## src/rtl/data_rd_seq.sv

```systemverilog
// Read-port sequencer for the data block RAM. It walks one 2-D tile row by row
// and tracks BRAM read latency to mark returned data, the last word and completion.
module data_rd_seq #(
  parameter int ADDR_WIDTH = 32,
  parameter int CNT_WIDTH  = 16,
  parameter int RD_LATENCY = 2
) (
  input  logic                  clk,
  input  logic                  rst,
  input  logic                  i_start,
  input  logic                  i_abort,
  input  logic [ADDR_WIDTH-1:0] i_base_addr,
  input  logic [CNT_WIDTH-1:0]  i_row_len,
  input  logic [CNT_WIDTH-1:0]  i_row_num,
  input  logic [CNT_WIDTH-1:0]  i_row_stride,
  input  logic                  i_stall,
  output logic                  o_rden,
  output logic [ADDR_WIDTH-1:0] o_addr,
  output logic                  o_data_vld,
  output logic                  o_last,
  output logic                  o_busy,
  output logic                  o_done,
  output logic                  o_err
);

  typedef enum logic [1:0] {IDLE, RUN, DRAIN, DONE} state_e;

  state_e                state_q, state_d;
  logic [ADDR_WIDTH-1:0] row_base_q, row_base_d;
  logic [CNT_WIDTH-1:0]  len_q, len_d;
  logic [CNT_WIDTH-1:0]  num_q, num_d;
  logic [CNT_WIDTH-1:0]  stride_q, stride_d;
  logic [CNT_WIDTH-1:0]  col_q, col_d;
  logic [CNT_WIDTH-1:0]  row_q, row_d;
  logic [RD_LATENCY-1:0] vld_pipe_q, vld_pipe_d;
  logic [RD_LATENCY-1:0] last_pipe_q, last_pipe_d;
  logic [RD_LATENCY-1:0] vld_shift, last_shift;
  logic                  busy_q, busy_d;
  logic                  err_q, err_d;
  logic                  rden, last_issue, done;
  logic                  col_end, row_end;

  // Counters compare against len-1/num-1 so a full-width len/num never overflows.
  assign col_end = (col_q == len_q - CNT_WIDTH'(1));
  assign row_end = (row_q == num_q - CNT_WIDTH'(1));

  always_comb begin
    state_d     = state_q;
    row_base_d  = row_base_q;
    len_d       = len_q;
    num_d       = num_q;
    stride_d    = stride_q;
    col_d       = col_q;
    row_d       = row_q;
    err_d       = 1'b0;
    rden        = 1'b0;
    last_issue  = 1'b0;
    done        = 1'b0;
    vld_shift   = vld_pipe_q << 1;
    last_shift  = last_pipe_q << 1;

    case (state_q)
      IDLE: begin
        if (i_start) begin
          if (i_row_len == '0 || i_row_num == '0) begin
            err_d = 1'b1;
          end else begin
            len_d      = i_row_len;
            num_d      = i_row_num;
            stride_d   = i_row_stride;
            row_base_d = i_base_addr;
            col_d      = '0;
            row_d      = '0;
            state_d    = RUN;
          end
        end
      end
      RUN: begin
        rden = ~i_stall;
        if (rden) begin
          if (col_end) begin
            col_d      = '0;
            row_base_d = row_base_q + ADDR_WIDTH'(stride_q);
            row_d      = row_q + CNT_WIDTH'(1);
            if (row_end) begin
              last_issue = 1'b1;
              state_d    = DRAIN;
            end
          end else begin
            col_d = col_q + CNT_WIDTH'(1);
          end
        end
      end
      // Leave once the shifted pipe is empty, so DONE follows the final valid directly.
      DRAIN: begin
        if (~|vld_shift) state_d = DONE;
      end
      DONE: begin
        done    = 1'b1;
        state_d = IDLE;
      end
      default: state_d = IDLE;
    endcase

    vld_pipe_d  = vld_shift | RD_LATENCY'(rden);
    last_pipe_d = last_shift | RD_LATENCY'(last_issue);

    if (i_abort && state_q != IDLE) begin
      state_d     = IDLE;
      rden        = 1'b0;
      done        = 1'b0;
      vld_pipe_d  = '0;
      last_pipe_d = '0;
    end

    busy_d = (state_d == RUN) || (state_d == DRAIN);
  end

  always_ff @(posedge clk or negedge rst) begin
    if (!rst) begin
      state_q     <= IDLE;
      row_base_q  <= '0;
      len_q       <= '0;
      num_q       <= '0;
      stride_q    <= '0;
      col_q       <= '0;
      row_q       <= '0;
      vld_pipe_q  <= '0;
      last_pipe_q <= '0;
      busy_q      <= 1'b0;
      err_q       <= 1'b0;
    end else begin
      state_q     <= state_d;
      row_base_q  <= row_base_d;
      len_q       <= len_d;
      num_q       <= num_d;
      stride_q    <= stride_d;
      col_q       <= col_d;
      row_q       <= row_d;
      vld_pipe_q  <= vld_pipe_d;
      last_pipe_q <= last_pipe_d;
      busy_q      <= busy_d;
      err_q       <= err_d;
    end
  end

  assign o_rden     = rden;
  assign o_addr     = (state_q == RUN) ? row_base_q + ADDR_WIDTH'(col_q) : '0;
  assign o_data_vld = vld_pipe_q[RD_LATENCY-1];
  assign o_last     = last_pipe_q[RD_LATENCY-1];
  assign o_busy     = busy_q;
  assign o_done     = done;
  assign o_err      = err_q;

endmodule
```

## config.mk

```make
export PLATFORM = sky130hd
export DESIGN_NAME = data_rd_seq
export DESIGN_NICKNAME = d
export VERILOG_FILES = /design/src/rtl/data_rd_seq.sv
export SDC_FILE = /design/constraint.sdc
export NUM_CORES = 1
export LEC_CHECK = 0
export CORE_UTILIZATION = 56
export CTS_CLUSTER_SIZE = 28
export DETAILED_ROUTE_END_ITERATION = 8
export PLACE_DENSITY_LB_ADDON = 0.3
export SETUP_SLACK_MARGIN = 0.02
export SYNTH_ARGS = -nofsm -noshare
export SYNTH_HDL_FRONTEND = slang
export SYNTH_SLANG_ARGS = --single-unit
```

## constraint.sdc

```tcl
create_clock -name clk -period 5.65 [get_ports clk]
set_input_delay 1.13 -clock clk [delete_from_list [all_inputs] [get_ports clk]]
set_output_delay 1.13 -clock clk [all_outputs]
set_load 0.01 [all_outputs]
```

[Word level (Yosys, flattened, before mapping)]
Cells that the tools add are included.
Cells by class
  add/subtract/negate cells: 6
  equality and inequality tests: 11
  mux-type cells: 35
  bitwise logic cells: 4
  reduce and logical (&&, ||, !) cells: 11
Operator list (number)
  2-to-1 mux 32 bit: 5
  2-to-1 mux 16 bit: 6
  adder 32 x 16 -> 32 bit: 2
  one-hot mux 16 bit (2 select lines): 2
  one-hot mux 32 bit (2 select lines): 1
  adder 16 x 1 -> 16 bit, second input constant: 2
  == test 16 bit: 2
  logical NOT 16 bit: 2
  subtractor 16 x 1 -> 16 bit, second input constant: 2
  2-to-1 mux 2 bit: 9
  2-to-1 mux 1 bit: 11
  != test 2 bit, second input constant: 4
  one-hot mux 2 bit (4 select lines): 1
  == test 2 bit, second input constant: 3
  AND reduction 5 bit: 1
  == test 2 x 1 -> 1 bit, second input constant: 2
  OR 2 x 1 -> 2 bit: 2
  AND reduction 4 bit: 1
  nonzero test 2 bit: 2
  AND reduction 3 bit: 1
  logical NOT 2 bit: 1
  logical OR 1 bit: 2
  inverter 1 bit: 2
  logical AND 1 bit: 1
Storage, ports and cells
  register bits after elaboration: 120
  input port bits: 85
  output and inout port bits: 38
  logic and storage cells: 78

[Depth between registers and ports, before layout]
Gate-level depths: netlist of the first run.
  depth in word-level cells: 9
  mapped depth: 14
  mapped depth without buffers: 11

[Worst setup path before layout of the first run]
No wires, ideal clock.
  path type: flip-flop to output port
  from: register col_q[1]
  to: output port o_addr[31]
  arrival: 3286 ps
  path slack: 1234 ps
  stages on the path, launching flop included: 10
  buffers on the path: 0
  path through: dfrtp_1 -> ha_1 -> a21o_1 -> a21o_1 -> a211oi_1 -> o31ai_1 -> a2111oi_0 -> nor4_1 -> xnor2_1 -> nor2_1
On the way
  word-level cells in the longest chain between the ends: 2
Ends and longest elaborated chain
  from (decl): line 33  | logic [CNT_WIDTH-1:0] col_q, col_d;
  from (signal assigned): line 138  | col_q <= col_d;
  adder 32 x 16 -> 32 bit: line 148  | assign o_addr = (state_q == RUN) ? row_base_q + ADDR_WIDTH'(col_q) : '0;
  2-to-1 mux 32 bit: line 148
  to (decl): line 18  | output logic [ADDR_WIDTH-1:0] o_addr,
Every way passes these cells.

[Worst setup path after layout of the first run]
  from: register col_q[0]
  to: output port o_addr[20]
The elaborated chain is that of the path after synthesis.

==> out/qor.csv, run 1 <==
stage,metric,value,unit
pwr,leak pwr,0.00454,uW
route,Final ANT Viol Nets,0,
cts,CTS tree,yes,
synth,yosys warns,0,
route,Pre-Repair DR Iteration Count,5,
worst_setup_path,critical path launch point type,register,
timing,RSZ-0062 raised after global routing,no,
grt,global-route wire length before repair,39900,um
route,WL/cell,17.6,um
floorplanning,Starting Density,58.3,%
floorplanning,I/O pin cnt,123,
placement,IO buf count,122,
grt,GRT Total Usage,31.7,%
timing,setup ws final,0.574,ns
worst_setup_path,Setup CP Type,register to output port,
job,Max Cap Violations,0,
finish,layout cells sized above 1,5.70,%
cts,CTS max path bufs,2,
timing,final hold viol count,0,
finish,"commonest non-fill, non-tap cell in the layout",nand2_1,
hold_path,Hold WC Path Type,register to register,
timing,setup_tns,0,ns
synth,number of synthesized flops with an enable pin,0,
floorplanning,DIE WIDTH,126,um
worst_setup_path,CP endpoint kind,output port,
route,DRC,0,
synth,Cells after Synth,1065,
cts,# H-tree levels,4,
pwr,total power,5190,uW
synth,Post-synth ARST share,100,%
timing,fin crit share,89.8,%
finish,Syn-to-layout area delta,22.2,%
placement,DP Wirelength,17300,um
worst_setup_path,worst reg-to-reg setup slack,1.47,ns
cts,CTS Root Cell,clkbuf_16,
timing,Worst Max-Slew Pin Slew,1.10,ns
placement,Placed Instances,1328,
timing,Setup-failing EPs final,0,
worst_setup_path,worst path required time,4.52,ns
grt,initial antenna violation count,0,
timing,Tmin final,5.08,ns
cts,Setup Buffers After CTS,0,
finish,Inserted Diodes,0,
route,routed wire length,23900,um
timing,Pins Over Slew Limit,0,
floorplanning,Die ar.,15900,um^2
timing,slew margin rel.,26.4,%
cts,Post-CTS Hold Buffers,0,
route,vias per cell,6.19,
synth,"Top FF cell, synth",dfrtp_1,
finish,most frequent cells in the layout,"206 x nand2_1, 121 x clkdlybuf4s50_1, 120 x dfrtp_1",
worst_setup_path,Critical Path AT,3.95,ns
finish,nets@finish,1286,
timing,clk_skew,0.00585,ns
run_status,outcome,finished clean,
synth,Synth Cell Area,8610,um^2
synth,number of synthesized register bits,120,
pwr,Pwr Density,494,nW/um^2
finish,Post-Layout Cell Count,1359,
synth,syn_area_per_cell,8.08,um^2
cts,Clock Latency Late Sink,0.42,ns
grt,vias in the first global route,7925,
route,drt initial violations,722,
grt,pin count of the biggest net entering global routing,68,
floorplanning,core area,14800,um^2
grt,total congestion overflow,0,
synth,syn_nets,1188,
synth,number of library cell types mapped by synthesis,76,
floorplanning,row cnt,44,
synth,"Seq/Total Area, Yosys",34.9,%
floorplanning,Die Ht,126,um
placement,Routability Congestion,0.956,
placement,setup slack at placement,1.07,ns
cts,clock sinks,120,
cts,clock slew at reported path FFs,0.05,ns
route,via count,8410,
timing,fmax,0.197,GHz
pwr,worst vdd ir,0.000289,V
worst_setup_path,CP max FO,7,
cts,CTS Buf Count,17,
cts,CTS resizes,0,
==> cell type report <==
type	instances	area, um^2
multi-input combinational	871	5330
fill	1194	4240
sequential	120	3000
timing repair buffer	133	1300
clock buffer	21	450
tap	184	230
clock inverter	10	128
inverter	20	75.1
==> logic make-up after synthesis <==
logic type	synth area share, %
AND/OR/NAND/NOR	28.0
AO/OA/AOI/OAI	17.6
flip-flops	34.9
XOR/XNOR	9.11
buffers and inverters	3.42
adder cells (fa/ha/maj)	5.70
multiplexers	1.31
==> synthesized netlist by cell type (all sizes together), types with 8 or more instances <==
| cell | number | share of area, % |
|---|---|---|
| a211oi | 13 | 1.2 |
| or3 | 14 | 1.0 |
| o22ai | 8 | 0.58 |
| a31oi | 15 | 1.1 |
| nor2 | 98 | 4.3 |
| nor4 | 25 | 1.9 |
| a21oi | 62 | 3.7 |
| nand3 | 25 | 1.5 |
| nand4 | 17 | 1.2 |
| buf | 11 | 0.67 |
| xor2 | 31 | 3.2 |
| and3 | 14 | 1.0 |
| a21o | 15 | 1.3 |
| nand2 | 206 | 9.0 |
| clkbuf | 43 | 1.9 |
| inv | 20 | 0.87 |
| dfrtp | 120 | 35 |
| mux2i | 9 | 1.0 |
| nand2b | 16 | 1.2 |
| o31ai | 8 | 0.70 |
| ha | 36 | 5.2 |
| nor3 | 27 | 1.6 |
| nor3b | 10 | 0.87 |
| o21ai | 55 | 3.4 |
| and2 | 11 | 0.80 |
| xnor2 | 56 | 5.7 |
| o211ai | 11 | 0.96 |
| or4 | 10 | 0.96 |
==> routing by layer <==
layer  GRT usage (%)  share of wire (%)
met3            7.52                8.5
met2            48.0                 45
met1            44.9                 45
met5               0                  0
met4            9.92                1.8
==> power by group <==
group / internal [uW] / switching [uW] / leakage (uW)
Clock: 696 / 379 / 0.000286
Sequential: 1120 / 402 / 0.00151
Combinational: 1130 / 1460 / 0.00275
Total: 2950 / 2240 / 0.00454
==> registers in the layout (all words and copies together) (netlist names) <==
register,cells
len_q,16
num_q,16
row_q,16
row_base_q,32
o_err,1
o_busy,1
last_pipe_q,2
col_q,16
state_q,2
stride_q,16
vld_pipe_q,2
==> final timing paths <==
check,cells after the start,endpoint,start
setup / recovery,11,o_addr[20],col_q[0]
hold / removal,1,last_pipe_q[1],last_pipe_q[0]
setup reg to reg,9,row_base_q[22],len_q[5]
hold reg to reg,1,last_pipe_q[1],last_pipe_q[0]
max in group asynchronous,2,row_base_q[6],rst
min in group asynchronous,1,row_base_q[31],rst
==> worst max-delay path, cell delays in order, from the launching register on <==
cell and delay, ns:
dfrtp_1 0.44, ha_1 0.23, fa_1 0.41, a21oi_1 0.21
o211ai_1 0.18, o211ai_1 0.26, a21boi_0 0.15, o21ai_0 0.29
nor2b_1 0.44, o21ai_0 0.18, a21oi_1 0.15, clkdlybuf4s50_1 0.57
==> through the flow <==
stage	hold WS [ns]	area, um^2	util, %
5_1_grt	0.479	10500	71.3
2_1_floorplan	0.428	8610	-
3_3_place_gp	0.438	9940	67.4
3_5_place_dp	0.440	9940	67.4
4_1_cts	0.452	10500	71.3
6_report	0.452	10500	71.3
No activity file was read; power rests on OpenSTA's default activity.
==> run 2: changes to the inputs <==
GPL_TIMING_DRIVEN = 1   (was default)
TNS_END_PERCENT = 5   (was default)
==> results of run 2 <==
No change in the layout: final DEF, timing and power equal those of run 1.
==> run 3: changes to the inputs <==
ABC_AREA = 1   (was default)
CORE_UTILIZATION = 51   (was 56)
clock period = 4.2 ns   (was 5.65 ns; I/O delays follow)
==> out/qor.csv, run 3 <==
stage,metric,value,unit,change
run_status,outcome,finished clean,,unchanged
route,Pre-Repair DR Iteration Count,6,,was 5
synth,Compound-Gate Fraction of Synth Area,11.3,%,was 17.6%
finish,Util after Layout,64.8,%,was 71.3%
synth,syn_area_per_cell,6.39,um^2,was 8.08 um^2
timing,Setup-failing EPs final,0,,unchanged
synth,synth cell count leaders,"503 x nand2_1, 148 x inv_1, 145 x nor2_1, 122 x o21ai_0, 120 x dfrtp_1",,"was 206 x nand2_1, 120 x dfrtp_1, 98 x nor2_1, 61 x a21oi_1, 56 x xnor2_1"
synth,number of synthesized register bits,120,,unchanged
floorplanning,row cnt,48,,was 44
job,Max Cap Violations,0,,unchanged
synth,Synth area leaders,"dfrtp_1 32%, nand2_1 20%, o21ai_0 6.6%",,"was dfrtp_1 35%, nand2_1 9.0%, xnor2_1 5.7%"
cts,CTS max path bufs,2,,unchanged
grt,total congestion overflow,0,,unchanged
grt,met3 Use GR,4.44,%,was 7.52%
synth,dominant cell type by area after synthesis,dfrtp_1,,unchanged
worst_setup_path,critical path launch point type,register,,unchanged
pwr,Comb pwr share,54.8,%,was 49.9%
route,Final ANT Viol Nets,0,,unchanged
floorplanning,core area,17500,um^2,was 14800 um^2
finish,max FFs per register,32,,unchanged
synth,syn_nets,1577,,was 1188
grt,GRT Total Usage,31.0,%,was 31.7%
pwr,Clock Power Share,18.9,%,was 20.7%
pwr,Seq pwr share,26.3,%,was 29.4%
cts,CTS Root Cell,clkbuf_16,,unchanged
pwr,worst vdd ir,0.000476,V,was 0.000289 V
cts,clock sinks,120,,unchanged
floorplanning,Starting Density,53.0,%,was 58.3%
route,WL/cell,15.4,um,was 17.6 um
finish,Inserted Diodes,0,,unchanged
timing,Worst Max-Slew Pin Slew,1.11,ns,was 1.10 ns
cts,CTS Buf Count,17,,unchanged
cts,Clock Latency Late Sink,0.43,ns,was 0.42 ns
grt,global-route wire length before repair,45000,um,was 39900 um
pwr,sw frac,48.5,%,was 43.1%
timing,slew margin rel.,25.8,%,was 26.4%
timing,clk_skew,0.00834,ns,was 0.00585 ns
finish,# fillers,1605,,was 1194
floorplanning,DIE WIDTH,137,um,was 126 um
finish,nets@finish,1692,,was 1286
timing,Tmin final,4.05,ns,
synth,"Seq/Total Area, Yosys",32.3,%,was 34.9%
grt,pin count of the biggest net entering global routing,74,,was 68
worst_setup_path,CP endpoint kind,output port,,unchanged
timing,final hold viol count,0,,unchanged
worst_setup_path,CP max FO,5,,was 7
floorplanning,I/O pin cnt,123,,unchanged
synth,Synth Cell Area,9290,um^2,was 8610 um^2
placement,IO buf count,122,,unchanged
cts,clock slew at reported path FFs,0.06,ns,was 0.05 ns
finish,Syn-to-layout area delta,22.3,%,was 22.2%
floorplanning,Die ar.,18800,um^2,was 15900 um^2
route,vias per cell,5.46,,was 6.19
grt,gr busiest metal,met2,,unchanged
synth,number of library cell types mapped by synthesis,37,,was 76
pwr,leak pwr,0.00560,uW,was 0.00454 uW
cts,CTS tree,yes,,unchanged
synth,mux cell area share after synthesis,0,%,was 1.31%
grt,GRT met1 Usage,41.9,%,was 44.9%
finish,Register Area,3000,um^2,about the same
synth,"Top FF cell, synth",dfrtp_1,,unchanged
finish,Reg with most FFs,row_base_q,,unchanged
synth,top-count cell post-synth,nand2_1,,unchanged
synth,top cell type's share of synthesized area,32.3,%,was 34.9%
timing,fin crit share,96.4,%,
cts,Post-CTS Hold Buffers,0,,unchanged
pwr,Pwr Density,681,nW/um^2,was 494 nW/um^2
grt,met2 track demand over resource,51.2,%,was 48.0%
placement,DP Wirelength,21100,um,was 17300 um
synth,Synth Area in Simple Gates,38.5,%,was 28.0%
finish,most frequent cells in the layout,"500 x nand2_1, 148 x inv_1, 142 x nor2_1",,"was 206 x nand2_1, 121 x clkdlybuf4s50_1, 120 x dfrtp_1"
synth,Cells after Synth,1454,,was 1065
route,routed wire length,27800,um,was 23900 um
synth,xor/xnor share of the synthesized area,4.24,%,was 9.11%
pwr,sw power,3750,uW,was 2240 uW
finish,"commonest non-fill, non-tap cell in the layout",nand2_1,,unchanged
synth,number of synthesized flops with an enable pin,0,,unchanged
timing,fmax,0.247,GHz,
timing,setup_tns,0,ns,unchanged
route,via count,9869,,was 8410
cts,# H-tree levels,4,,unchanged
worst_setup_path,Critical Path AT,3.21,ns,was 3.95 ns
route,DRC,0,,unchanged
timing,Pins Over Slew Limit,0,,unchanged
synth,yosys warns,0,,unchanged
finish,multi-input gate area in the final layout,5560,um^2,was 5330 um^2
placement,Routability Congestion,0.961,,was 0.956
timing,RSZ-0062 raised after global routing,no,,unchanged
synth,Post-synth ARST share,100,%,unchanged
worst_setup_path,worst path required time,3.36,ns,was 4.52 ns
pwr,Int Power,3990,uW,was 2950 uW
route,drt initial violations,886,,was 722
grt,initial antenna violation count,0,,unchanged
floorplanning,Die Ht,137,um,was 126 um
synth,Post-Synth Adder-Cell Area,5.28,%,was 5.70%
finish,layout cells sized above 1,5.06,%,was 5.70%
hold_path,Hold WC Path Type,register to register,,unchanged
worst_setup_path,Setup CP Type,register to output port,,unchanged
synth,main combinational cell family by area after synthesis,simple AND/OR/NAND/NOR gates,,unchanged
grt,vias in the first global route,9054,,was 7925
run 3: layer usage:
layer / part of all wire [%] / up-vias
li1: - / 4931
met1: 46 / 4575
met2: 47 / 315
met3: 5.1 / 48
met4: 1.9 / 0
met5: 0 / -
run 3: through the flow:
stage | hold slack (ns) | worst slack, ns | std cells | area (um^2) | total power (uW)
5_1_grt | 0.503 | 0.0100 | 1806 | 11400 | 8390
6_report | 0.489 | 0.152 | 1806 | 11400 | 7740
4_1_cts | 0.491 | 0.00499 | 1805 | 11300 | 7690
3_3_place_gp | 0.477 | 0.430 | 1774 | 10700 | 6090
3_5_place_dp | 0.483 | 0.371 | 1774 | 10700 | 6190
2_1_floorplan | 0.448 | 1.08 | 1454 | 9290 | 4830
run 3: logic make-up (layout without fill, tap and decap cells):
kind of cell | after synthesis | after routing
simple gates | 851 | 851
flops | 120 | 120
fa+ha+maj | 38 | 38
xor+xnor | 45 | 45
compound gates | 203 | 203
buf+inv | 197 | 324
run 3: repair_timing:
| item | CTS | global route |
|---|---|---|
| endpoints found under the hold margin | 0 | 0 |
| setup buffers | 0 | 1 |
| setup endpoints to repair | 6 | 19 |
| pin swaps | 0 | 1 |
| resized for setup | 4 | 14 |
run 3: area by class of cell:
cell class                 instances  area share, %
sequential                       120           26.5
clock inverter                    10           1.07
inverter                         159           5.26
tap                              225           2.48
clock buffer                      21           4.05
multi-input combinational       1137           49.0
timing repair buffer             134           11.7
run 3: path summary, 6_finish.rpt:
kind	from	end	slack [ns]	cells after the start
max in group asynchronous	rst	col_q[0]	2.82	2
max	col_q[0]	o_addr[22]	0.15	13
min	last_pipe_q[0]	last_pipe_q[1]	0.49	2
min reg2reg	last_pipe_q[0]	last_pipe_q[1]	0.49	2
max reg2reg	len_q[0]	row_base_q[5]	0.80	15
min in group asynchronous	rst	stride_q[10]	0.53	1
run 3: critical path, stage by stage (launching register included):
cell             delay [ns]
dfrtp_2                0.44
ha_1                   0.22
fa_1                   0.41
nand3_1                0.11
nand3_2                0.10
a21oi_2                0.18
o21ai_1                0.11
nand3_1                0.10
nand2_2                0.14
nand2_2                0.12
nor2_2                 0.06
a21oi_1                0.14
o21a_1                 0.13
clkdlybuf4s50_1        0.52
run 3: power groups by stage:
stage	clock, uW	combinational, uW	sequential (uW)
2_1_floorplan	0	2980	1850
3_3_place_gp	0	4080	2020
3_5_place_dp	0	4170	2020
4_1_cts	1480	4200	2010
5_1_grt	1530	4770	2080
6_report	1460	4240	2030
